<file path="config.mk">
export PLATFORM = sky130hd
export DESIGN_NAME = dist_fetch_unit
export DESIGN_NICKNAME = d
export VERILOG_FILES = /design/src/rtl/du_pkg.sv /design/src/rtl/du_slot_cache.sv /design/src/rtl/dist_fetch_unit.sv
export SDC_FILE = /design/constraint.sdc
export NUM_CORES = 2
export LEC_CHECK = 0
export ABC_AREA = 1
export CORE_UTILIZATION = 52
export DETAILED_ROUTE_END_ITERATION = 7
export PLACE_DENSITY_LB_ADDON = 0.15
export SLEW_MARGIN = 20
export SYNTH_ARGS = -nofsm -noshare
export SYNTH_HDL_FRONTEND = slang
export SYNTH_SLANG_ARGS = --single-unit
export TNS_END_PERCENT = 20
</file>
<file path="constraint.sdc">
create_clock -name clk -period 2.6 [get_ports clk]
set_input_delay 0.39 -clock clk [delete_from_list [all_inputs] [get_ports clk]]
set_output_delay 0.39 -clock clk [all_outputs]
set_load 0.02 [all_outputs]
</file>
<file path="src/rtl/du_pkg.sv">
// du_pkg: shared FSM states, rs1 control-bit positions and default widths for dist_fetch_unit
package du_pkg;
  typedef enum logic [1:0] {S_IDLE = 2'd0, S_HIT_OUT = 2'd1, S_FETCH = 2'd2, S_DATA_OUT = 2'd3} du_state_e;
  localparam int RS1_REFETCH = 31;
  localparam int RS1_INVAL   = 30;
  localparam int DEF_DIST_W  = 256;
  localparam int DEF_WORD_W  = 32;
endpackage

</file>
<file path="src/rtl/du_slot_cache.sv">
// du_slot_cache: NUM_SLOTS x DIST_W distribution store + valid bits; ports we/wslot/wdata write, rslot/rdata read, valid vector, inval_all clears valid
module du_slot_cache import du_pkg::*; #(
  parameter int DIST_W    = DEF_DIST_W,
  parameter int NUM_SLOTS = 4,
  localparam int SLOT_BITS = $clog2(NUM_SLOTS)
) (
  input  logic                 clk,
  input  logic                 rst_n,
  input  logic                 we,
  input  logic [SLOT_BITS-1:0] wslot,
  input  logic [DIST_W-1:0]    wdata,
  input  logic [SLOT_BITS-1:0] rslot,
  output logic [DIST_W-1:0]    rdata,
  output logic [NUM_SLOTS-1:0] valid,
  input  logic                 inval_all
);
  logic [NUM_SLOTS-1:0][DIST_W-1:0] mem_q, mem_d;
  logic [NUM_SLOTS-1:0]             valid_q, valid_d;
  always_comb begin
    mem_d   = mem_q;
    valid_d = inval_all ? '0 : valid_q;
    if (we) begin
      mem_d[wslot]   = wdata;
      valid_d[wslot] = 1'b1;
    end
  end
  always_ff @(posedge clk or negedge rst_n)
    if (!rst_n) begin
      mem_q   <= '0;
      valid_q <= '0;
    end else begin
      mem_q   <= mem_d;
      valid_q <= valid_d;
    end
  assign rdata = mem_q[rslot];
  assign valid = valid_q;
endmodule

</file>
<file path="src/rtl/dist_fetch_unit.sv">
// dist_fetch_unit: cached distribution fetch; DUCtrl/rs1 request in, DU_result/du_clk_stall/du_err out, src_req/src_addr/src_valid/src_data word source
module dist_fetch_unit import du_pkg::*; #(
  parameter int DIST_W    = DEF_DIST_W,
  parameter int WORD_W    = DEF_WORD_W,
  parameter int NUM_SLOTS = 4,
  parameter int TIMEOUT   = 255,
  localparam int WORDS     = DIST_W / WORD_W,
  localparam int SLOT_BITS = $clog2(NUM_SLOTS),
  localparam int WIDX_BITS = (WORDS > 1) ? $clog2(WORDS) : 1,
  localparam int CNT_BITS  = $clog2(TIMEOUT + 1)
) (
  input  logic                           clk,
  input  logic                           rst_n,
  input  logic                           DUCtrl,
  input  logic [31:0]                    rs1,
  output logic [DIST_W-1:0]              DU_result,
  output logic                           du_clk_stall,
  output logic                           du_err,
  output logic                           src_req,
  output logic [SLOT_BITS+WIDX_BITS-1:0] src_addr,
  input  logic                           src_valid,
  input  logic [WORD_W-1:0]              src_data
);
  du_state_e              state_q, state_d;
  logic [SLOT_BITS-1:0]   slot_q, slot_d;
  logic [WIDX_BITS-1:0]   idx_q, idx_d;
  logic [CNT_BITS-1:0]    cnt_q, cnt_d;
  logic [DIST_W-1:0]      buf_q, buf_d, result_q, result_d, cache_rdata;
  logic                   stall_q, stall_d, err_q, err_d, req_q, req_d, inv_q, inv_d;
  logic                   we, inval_all, xfer;
  logic [NUM_SLOTS-1:0]   valid;
  logic [SLOT_BITS-1:0]   req_slot;
  logic                   unused_rs1;
  assign req_slot   = rs1[SLOT_BITS-1:0];
  assign unused_rs1 = ^rs1[29:SLOT_BITS];
  assign xfer       = req_q && src_valid;
  du_slot_cache #(.DIST_W(DIST_W), .NUM_SLOTS(NUM_SLOTS)) u_cache (
    .clk(clk), .rst_n(rst_n), .we(we), .wslot(slot_q), .wdata(buf_d),
    .rslot(slot_q), .rdata(cache_rdata), .valid(valid), .inval_all(inval_all)
  );
  always_comb begin
    state_d   = state_q;
    slot_d    = slot_q;
    idx_d     = idx_q;
    cnt_d     = cnt_q;
    buf_d     = buf_q;
    result_d  = result_q;
    stall_d   = stall_q;
    err_d     = 1'b0;
    req_d     = req_q;
    inv_d     = inv_q;
    we        = 1'b0;
    inval_all = 1'b0;
    case (state_q)
      S_IDLE: if (DUCtrl) begin
        slot_d    = req_slot;
        stall_d   = 1'b1;
        inv_d     = rs1[RS1_INVAL];
        inval_all = rs1[RS1_INVAL];
        if (rs1[RS1_INVAL] || (valid[req_slot] && !rs1[RS1_REFETCH])) state_d = S_HIT_OUT;
        else begin
          state_d = S_FETCH;
          idx_d   = '0;
          cnt_d   = '0;
          req_d   = 1'b1;
        end
      end
      S_HIT_OUT: begin
        result_d = inv_q ? result_q : cache_rdata;
        stall_d  = 1'b0;
        state_d  = S_IDLE;
      end
      S_FETCH: if (xfer) begin
        buf_d[idx_q*WORD_W +: WORD_W] = src_data;
        idx_d = idx_q + 1'b1;
        cnt_d = '0;
        if (idx_q == WIDX_BITS'(WORDS - 1)) begin
          we      = 1'b1;
          req_d   = 1'b0;
          state_d = S_DATA_OUT;
        end
      end else if (cnt_q == CNT_BITS'(TIMEOUT - 1)) begin
        req_d    = 1'b0;
        result_d = '0;
        err_d    = 1'b1;
        stall_d  = 1'b0;
        state_d  = S_IDLE;
      end else cnt_d = cnt_q + 1'b1;
      S_DATA_OUT: begin
        result_d = buf_q;
        stall_d  = 1'b0;
        state_d  = S_IDLE;
      end
      default: begin
        state_d = S_IDLE;
        req_d   = 1'b0;
        stall_d = 1'b0;
      end
    endcase
  end
  always_ff @(posedge clk or negedge rst_n)
    if (!rst_n) begin
      state_q  <= S_IDLE;
      slot_q   <= '0;
      idx_q    <= '0;
      cnt_q    <= '0;
      buf_q    <= '0;
      result_q <= '0;
      stall_q  <= 1'b0;
      err_q    <= 1'b0;
      req_q    <= 1'b0;
      inv_q    <= 1'b0;
    end else begin
      state_q  <= state_d;
      slot_q   <= slot_d;
      idx_q    <= idx_d;
      cnt_q    <= cnt_d;
      buf_q    <= buf_d;
      result_q <= result_d;
      stall_q  <= stall_d;
      err_q    <= err_d;
      req_q    <= req_d;
      inv_q    <= inv_d;
    end
  assign DU_result    = result_q;
  assign du_clk_stall = stall_q;
  assign du_err       = err_q;
  assign src_req      = req_q;
  assign src_addr     = {slot_q, idx_q};
endmodule
</file>
# Word-level counts from Yosys, hierarchy flattened
# Index checks and enable logic that the tools add are counted.
dict set report totals {
  out_inout_bits 264
  input_bits 68
  elab_cells 104
  reg_bits 1559
  romBits 0
  ramBits 0
  latchBits 0
  n_memories 0
}
dict set report classes {
  reduce_logical 16
  bitwise 1
  eq_ne 14
  n_shift 2
  mux 50
  n_mul 0
  add_sub_neg 3
  n_lt_le_gt_ge 3
  div_mod_pow 0
}
# cell count
set ops {}
lappend ops {{2-to-1 mux 256 bit} 7}
lappend ops {{bitwise mux 1024 bit} 1}
lappend ops {{one-hot mux 256 bit (3 select lines)} 1}
lappend ops {{binary-select mux 256 bit (select 2 bit)} 1}
lappend ops {{demux 256 bit (select 2 bit)} 1}
lappend ops {{bitwise mux 256 bit} 1}
lappend ops {{variable shift 32 x 34 -> 256 bit (first input constant)} 1}
lappend ops {{indexed part select 32 x 34 -> 256 bit} 1}
lappend ops {{negator 8 -> 34 bit} 1}
lappend ops {{2-to-1 mux 8 bit} 4}
lappend ops {{2-to-1 mux 1 bit} 17}
lappend ops {{one-hot mux 8 bit (2 select lines)} 1}
lappend ops {{inequality test 2 bit (second input constant)} 6}
lappend ops {{AND reduction 4 bit} 3}
lappend ops {{2-to-1 mux 2 bit} 5}
lappend ops {{2-to-1 mux 3 bit} 3}
lappend ops {{inequality test 3 bit (second input constant)} 3}
lappend ops {{adder 8 x 1 -> 8 bit (second input constant)} 1}
lappend ops {{== test 8 bit (second input constant)} 1}
lappend ops {{2-to-1 mux 4 bit} 2}
lappend ops {{less-than comparator 2 x 3 -> 1 bit (second input constant)} 2}
lappend ops {{one-hot mux 2 bit (3 select lines)} 1}
lappend ops {{one-hot mux 3 bit (2 select lines)} 1}
lappend ops {{AND reduction 3 bit} 2}
lappend ops {{19 further kinds} 22}

# Longest topological paths before layout
dict set report logic_depth {
  depth_word 7
  mapped_depth 14
  mapped_depth_nobuf 13
}

# Cells and area by module
# Synthesis repeated with hierarchy kept, for this count alone.
dict set report hier_totals {
  cells_unflattened 10521
  area_unflattened_um2 77885.9
}
# mod seq_area_each_um2 area_each_um2 instances cells_each
set by_module_without_submodules {}
lappend by_module_without_submodules {du_slot_cache 25724.7 53258.6 1 7472}
lappend by_module_without_submodules {dist_fetch_unit 13287.7 24627.4 1 3049}

# Least setup slack after synthesis
# No wires, ideal clock.
dict set report synth_timing {
  kind {register -> register}
  from {register idx_q[0]}
  to {register buf_q[193]}
  path_slack_ps 102
  path_buffers 2
  setup_ps 119
  required_time_ps 2481
  stages_incl_launch_ff 12
  arrival_time_ps 2379
  period_less_slack_ps 2498
  path_cell_list {dfrtp_1 inv_2 ha_1 ha_1 clkbuf_1 inv_1 nand3_1 nor2_1 nand2_1 buf_2 nand2_1 and2_1}
}
dict set report synth_via {
  elab_chain_cells 5
  elab_cells_between_ends 6
  cone_classes {1 x add/sub; 2 x shift; 3 x mux}
}
# item line
set synth_lines {}
lappend synth_lines {{from (decl)} dist_fetch_unit.sv:26} ;# logic [WIDX_BITS-1:0] idx_q, idx_d;
lappend synth_lines {{from (signal assigned)} dist_fetch_unit.sv:116} ;# idx_q <= idx_d;
lappend synth_lines {{negator 8 -> 34 bit (*)} dist_fetch_unit.sv:74} ;# buf_d[idx_q*WORD_W +: WORD_W] = src_data;
lappend synth_lines {{indexed part select 32 x 34 -> 256 bit or variable shift 32 x 34 -> 256 bit (tied branches)} dist_fetch_unit.sv:74}
lappend synth_lines {{bitwise mux 256 bit (*)} dist_fetch_unit.sv:74}
lappend synth_lines {{2-to-1 mux 256 bit (*)} dist_fetch_unit.sv:73} ;# S_FETCH: if (xfer) begin
lappend synth_lines {{2-to-1 mux 256 bit (*)} dist_fetch_unit.sv:54} ;# case (state_q)
lappend synth_lines {{net buf_d[193]} dist_fetch_unit.sv:28} ;# logic [DIST_W-1:0] buf_q, buf_d, result_q, result_d, cache_rdata;
lappend synth_lines {{to (signal assigned)} dist_fetch_unit.sv:118} ;# buf_q <= buf_d;
lappend synth_lines {{to (decl)} dist_fetch_unit.sv:28}
# Mark *: on every way through the listed nets, which the timed path passes. The rest lies on a longest branch.
# A chain may end at the register's enable or synchronous reset.

# Worst setup path after layout
dict set report layout_timing {
  from {register idx_q[0]}
  to {register buf_q[209]}
}
# Same word-level chain as after synthesis.

==> reports/summary.txt <==
Status - completed
Antenna-violating nets left - 0
Crit share post-route - 97.44%
CTS sink cnt - 1559
Min Tclk post-route - 2.533 ns
DR WL/cell - 22.44 um
Setup Buffers After CTS - 0
Setup WS pre-CTS - -0.05770 ns
Area contributors post-synth - dfrtp_1 (57%), nand2_1 (21%), nand3_1 (4.9%), o21ai_0 (2.7%), nand4_1 (2.4%)
Top cells by count, synth - nand2_1 (3800), dfrtp_1 (1559), nand3_1 (675)
Register bit count reported by yosys - 1559
Most frequent cell after synthesis - nand2_1
Clock transition at path regs - 0.06 ns
GRT overflow - 0
Crit path buf inv count - 4
CP peak stage delay - 0.46 ns
Main flop type after synthesis - dfrtp_1
Post-DP Area - 0.07540 mm2
Post-synth EDFFs - 0
Fill count - 11164
Area of the core - 0.1298 mm2
Fin Setup TNS - 0 ns
Placer congestion estimate - 0.9211
CP Max Fanout - 13
# DRC - 0
Hold/Removal Path Class - in2async
Gr usage total - 35.77%
CTS Buf Count - 164
Initial antenna violation count - 6
Synth warnings - 0
Syn Area/Cell - 8.157 um2
Final net count - 8700
Area Growth Syn to Fin - 18.46%
Routed vias - 61216
R2R Setup Slk - 0.07 ns
Worst EP arrival - 3.23 ns
Global-route wire length before repair - 359800 um
Final instance area - 0.08087 mm2
M1 GR Usage - 49.71%
CP most frequent cell - nand2_1
Final HPWL DP - 148500 um
Synth top area share - 57.14%
Crit-path slowest cell - nand2_1
Starting DRT DRC Count - 7394
GRT busiest layer - met2
CP Capture Type - register
RSZ-0062 raised after global routing - true
Die area - 0.1327 mm2
Worst-Skew Late Latency - 0.82 ns
# setup viols final - 0
FMAX - 394.7 MHz
Leak Pwr - 0.03950 uW
Worst reg2reg path depth - 10
DR pass1 iterations - 7
Final Skew - 0.03970 ns
Worst r2r src - idx_q[0]$_DFFE_PN0P_
Layout cells sized above 1 - 7.555%
Die Y - 364.3 um
Met2 usage - 54.19%
Root buf cell - clkbuf_16
CTS tree - built
Routed WL - 235500 um
Count of input and output buffers - 303
Power per cell area - 994.9 mW/mm2
Clock Path Buffers - 3
Final hold violations - 0
Max IR drop VDD - 0.7621 mV
# H-tree levels - 4
MaxCap Viol Count - 0
Vias in the first global route - 58521
I/O Pins - 332
Post-synthesis cell type count - 36
Asr flop ratio synth - 100.0%
# rows - 132
Final count of pins violating max slew - 0
Final worst-path setup slack - 0.06669 ns
Post-synthesis cell area - 0.06827 mm2
CP top delay family - simple AND/OR/NAND/NOR gates
Routed vias/inst - 5.833
CP Data Required Time - 3.30 ns
Worst relative slew slack - 34.45%
CP Cell Sequence - inv_2 > ha_4 > ha_1 > inv_1 > nand2_1 > buf_4 > inv_1 > nand2_1 > nand2_1 > and2_1
Maximum number of pins on one net before global-route repair - 140
Syn_nets - 8445
FF-to-FF End - buf_q[209]$_DFF_PN0_
Crit Path Class - reg2reg
Startpoint class of the critical path - register
Least-Margin Pin Slew - 0.9833 ns
Register area share after synthesis - 57.14%
Starting Density - 52.59%
Die Width - 364.3 um
Synth area leader - dfrtp_1
Met3 Use GR - 6.993%
Post-Synthesis Cells - 8370
==> flip-flops by register name (all words and copies together) (netlist names), 2 cells and up <==
name,cells
u_cache.mem_q,1024
cnt_q,8
u_cache.valid,4
state_q,2
buf_q,256
idx_q,3
DU_result,256
slot_q,2
==> cell families after synthesis <==
logic type / share of synthesized area (%)
simple gates: 31.19
flops: 57.14
buf+inv: 5.293
compound gates: 6.248
fa+ha+maj: 0.1283
==> per-layer routing <==
metal	wire length, um	vias to the layer above	share of wire, %
li1	-	27433	-
met1	95620	29962	41
met2	104300	3293	44
met3	24150	522	10
met4	11260	6	4.8
met5	172	-	0.073
==> what timing repair did <==
action / 4_1_cts / 5_1_grt
setup endpoints to repair: 0 / 105
hold buffers: 1 / 0
endpoints found under the hold margin: 598 / 0
resized for setup: 0 / 12
==> worst register-to-register path, cell delays in order (launching register included) <==
cell     delay [ns]
dfrtp_1        0.41
inv_2          0.09
ha_4           0.14
ha_1           0.17
inv_1          0.05
nand2_1        0.17
buf_4          0.24
inv_1          0.13
nand2_1        0.46
nand2_1        0.35
and2_1         0.24
==> stage by stage <==
| step | total power, uW | hold slack [ns] | instances | utilization, % |
|---|---|---|---|---|
| after global routing | 83190 | 0.1838 | 10492 | 62.29 |
| after floorplan | 41820 | 0.09441 | 8370 | - |
| final | 80460 | 0.1812 | 10495 | 62.30 |
| after detailed placement | 56500 | 0.3392 | 10200 | 58.08 |
| after global placement | 56240 | 0.3340 | 10200 | 58.08 |
| after CTS | 80210 | 0.1432 | 10491 | 62.27 |
==> cells in the final DEF (no fill, tap or decap), types with 4 or more instances in the layout <==
cell type and n:
o21ai_0 369, nand3_1 675, clkdlybuf4s50_1 302, clkbuf_16 169, o21ai_1 86, nor2_1 329
nor3_1 4, diode_2 4, nor2_2 5, dfrtp_1 1557, ha_1 6, nor2_4 6
nand3_2 4, a31oi_1 256, nand2_1 3798, bufinv_16 9, buf_12 138, inv_6 7
buf_4 192, clkbuf_8 34, and2_1 76, clkinvlp_4 4, inv_2 11, a21oi_1 4
or2_2 9, o21a_1 19, nand4_1 266, o21ai_2 19, clkinv_2 25, inv_1 298
clkbuf_1 37
==> worst max-delay path by stage <==
stage	start	end	slack (ns)	cells after the start
3_5_place_dp	src_valid	u_cache.mem_q[168]$_DFFE_PN0P_	-0.06	10
2_1_floorplan	idx_q[0]$_DFFE_PN0P_	buf_q[193]$_DFF_PN0_	0.10	11
5_1_grt	idx_q[0]$_DFFE_PN0P_	u_cache.mem_q[423]$_DFFE_PN0P_	-0.03	11
4_1_cts	idx_q[0]$_DFFE_PN0P_	u_cache.mem_q[168]$_DFFE_PN0P_	0.02	10
3_3_place_gp	src_valid	u_cache.mem_q[168]$_DFFE_PN0P_	-0.05	10
6_report	idx_q[0]$_DFFE_PN0P_	buf_q[209]$_DFF_PN0_	0.07	10
==> where the power goes <==
group          internal (uW)  switching, uW  total (uW)
logic                   8960          18100       27000
clock network          13800           9940       23700
registers              27000           2720       29700
==> final cells by class <==
class,instances,area [um2],area share (%)
repair buffers,634,7264,8.982
multi-input cells,5950,25750,31.84
clock inverters,50,585.6,0.7240
flip-flops and latches,1559,39020,48.25
diodes,4,10.01,0.01238
inverters,316,1226,1.516
well taps,1742,2180,2.695
clock buffers,240,4836,5.980
No activity file was read; power rests on OpenSTA's default activity.
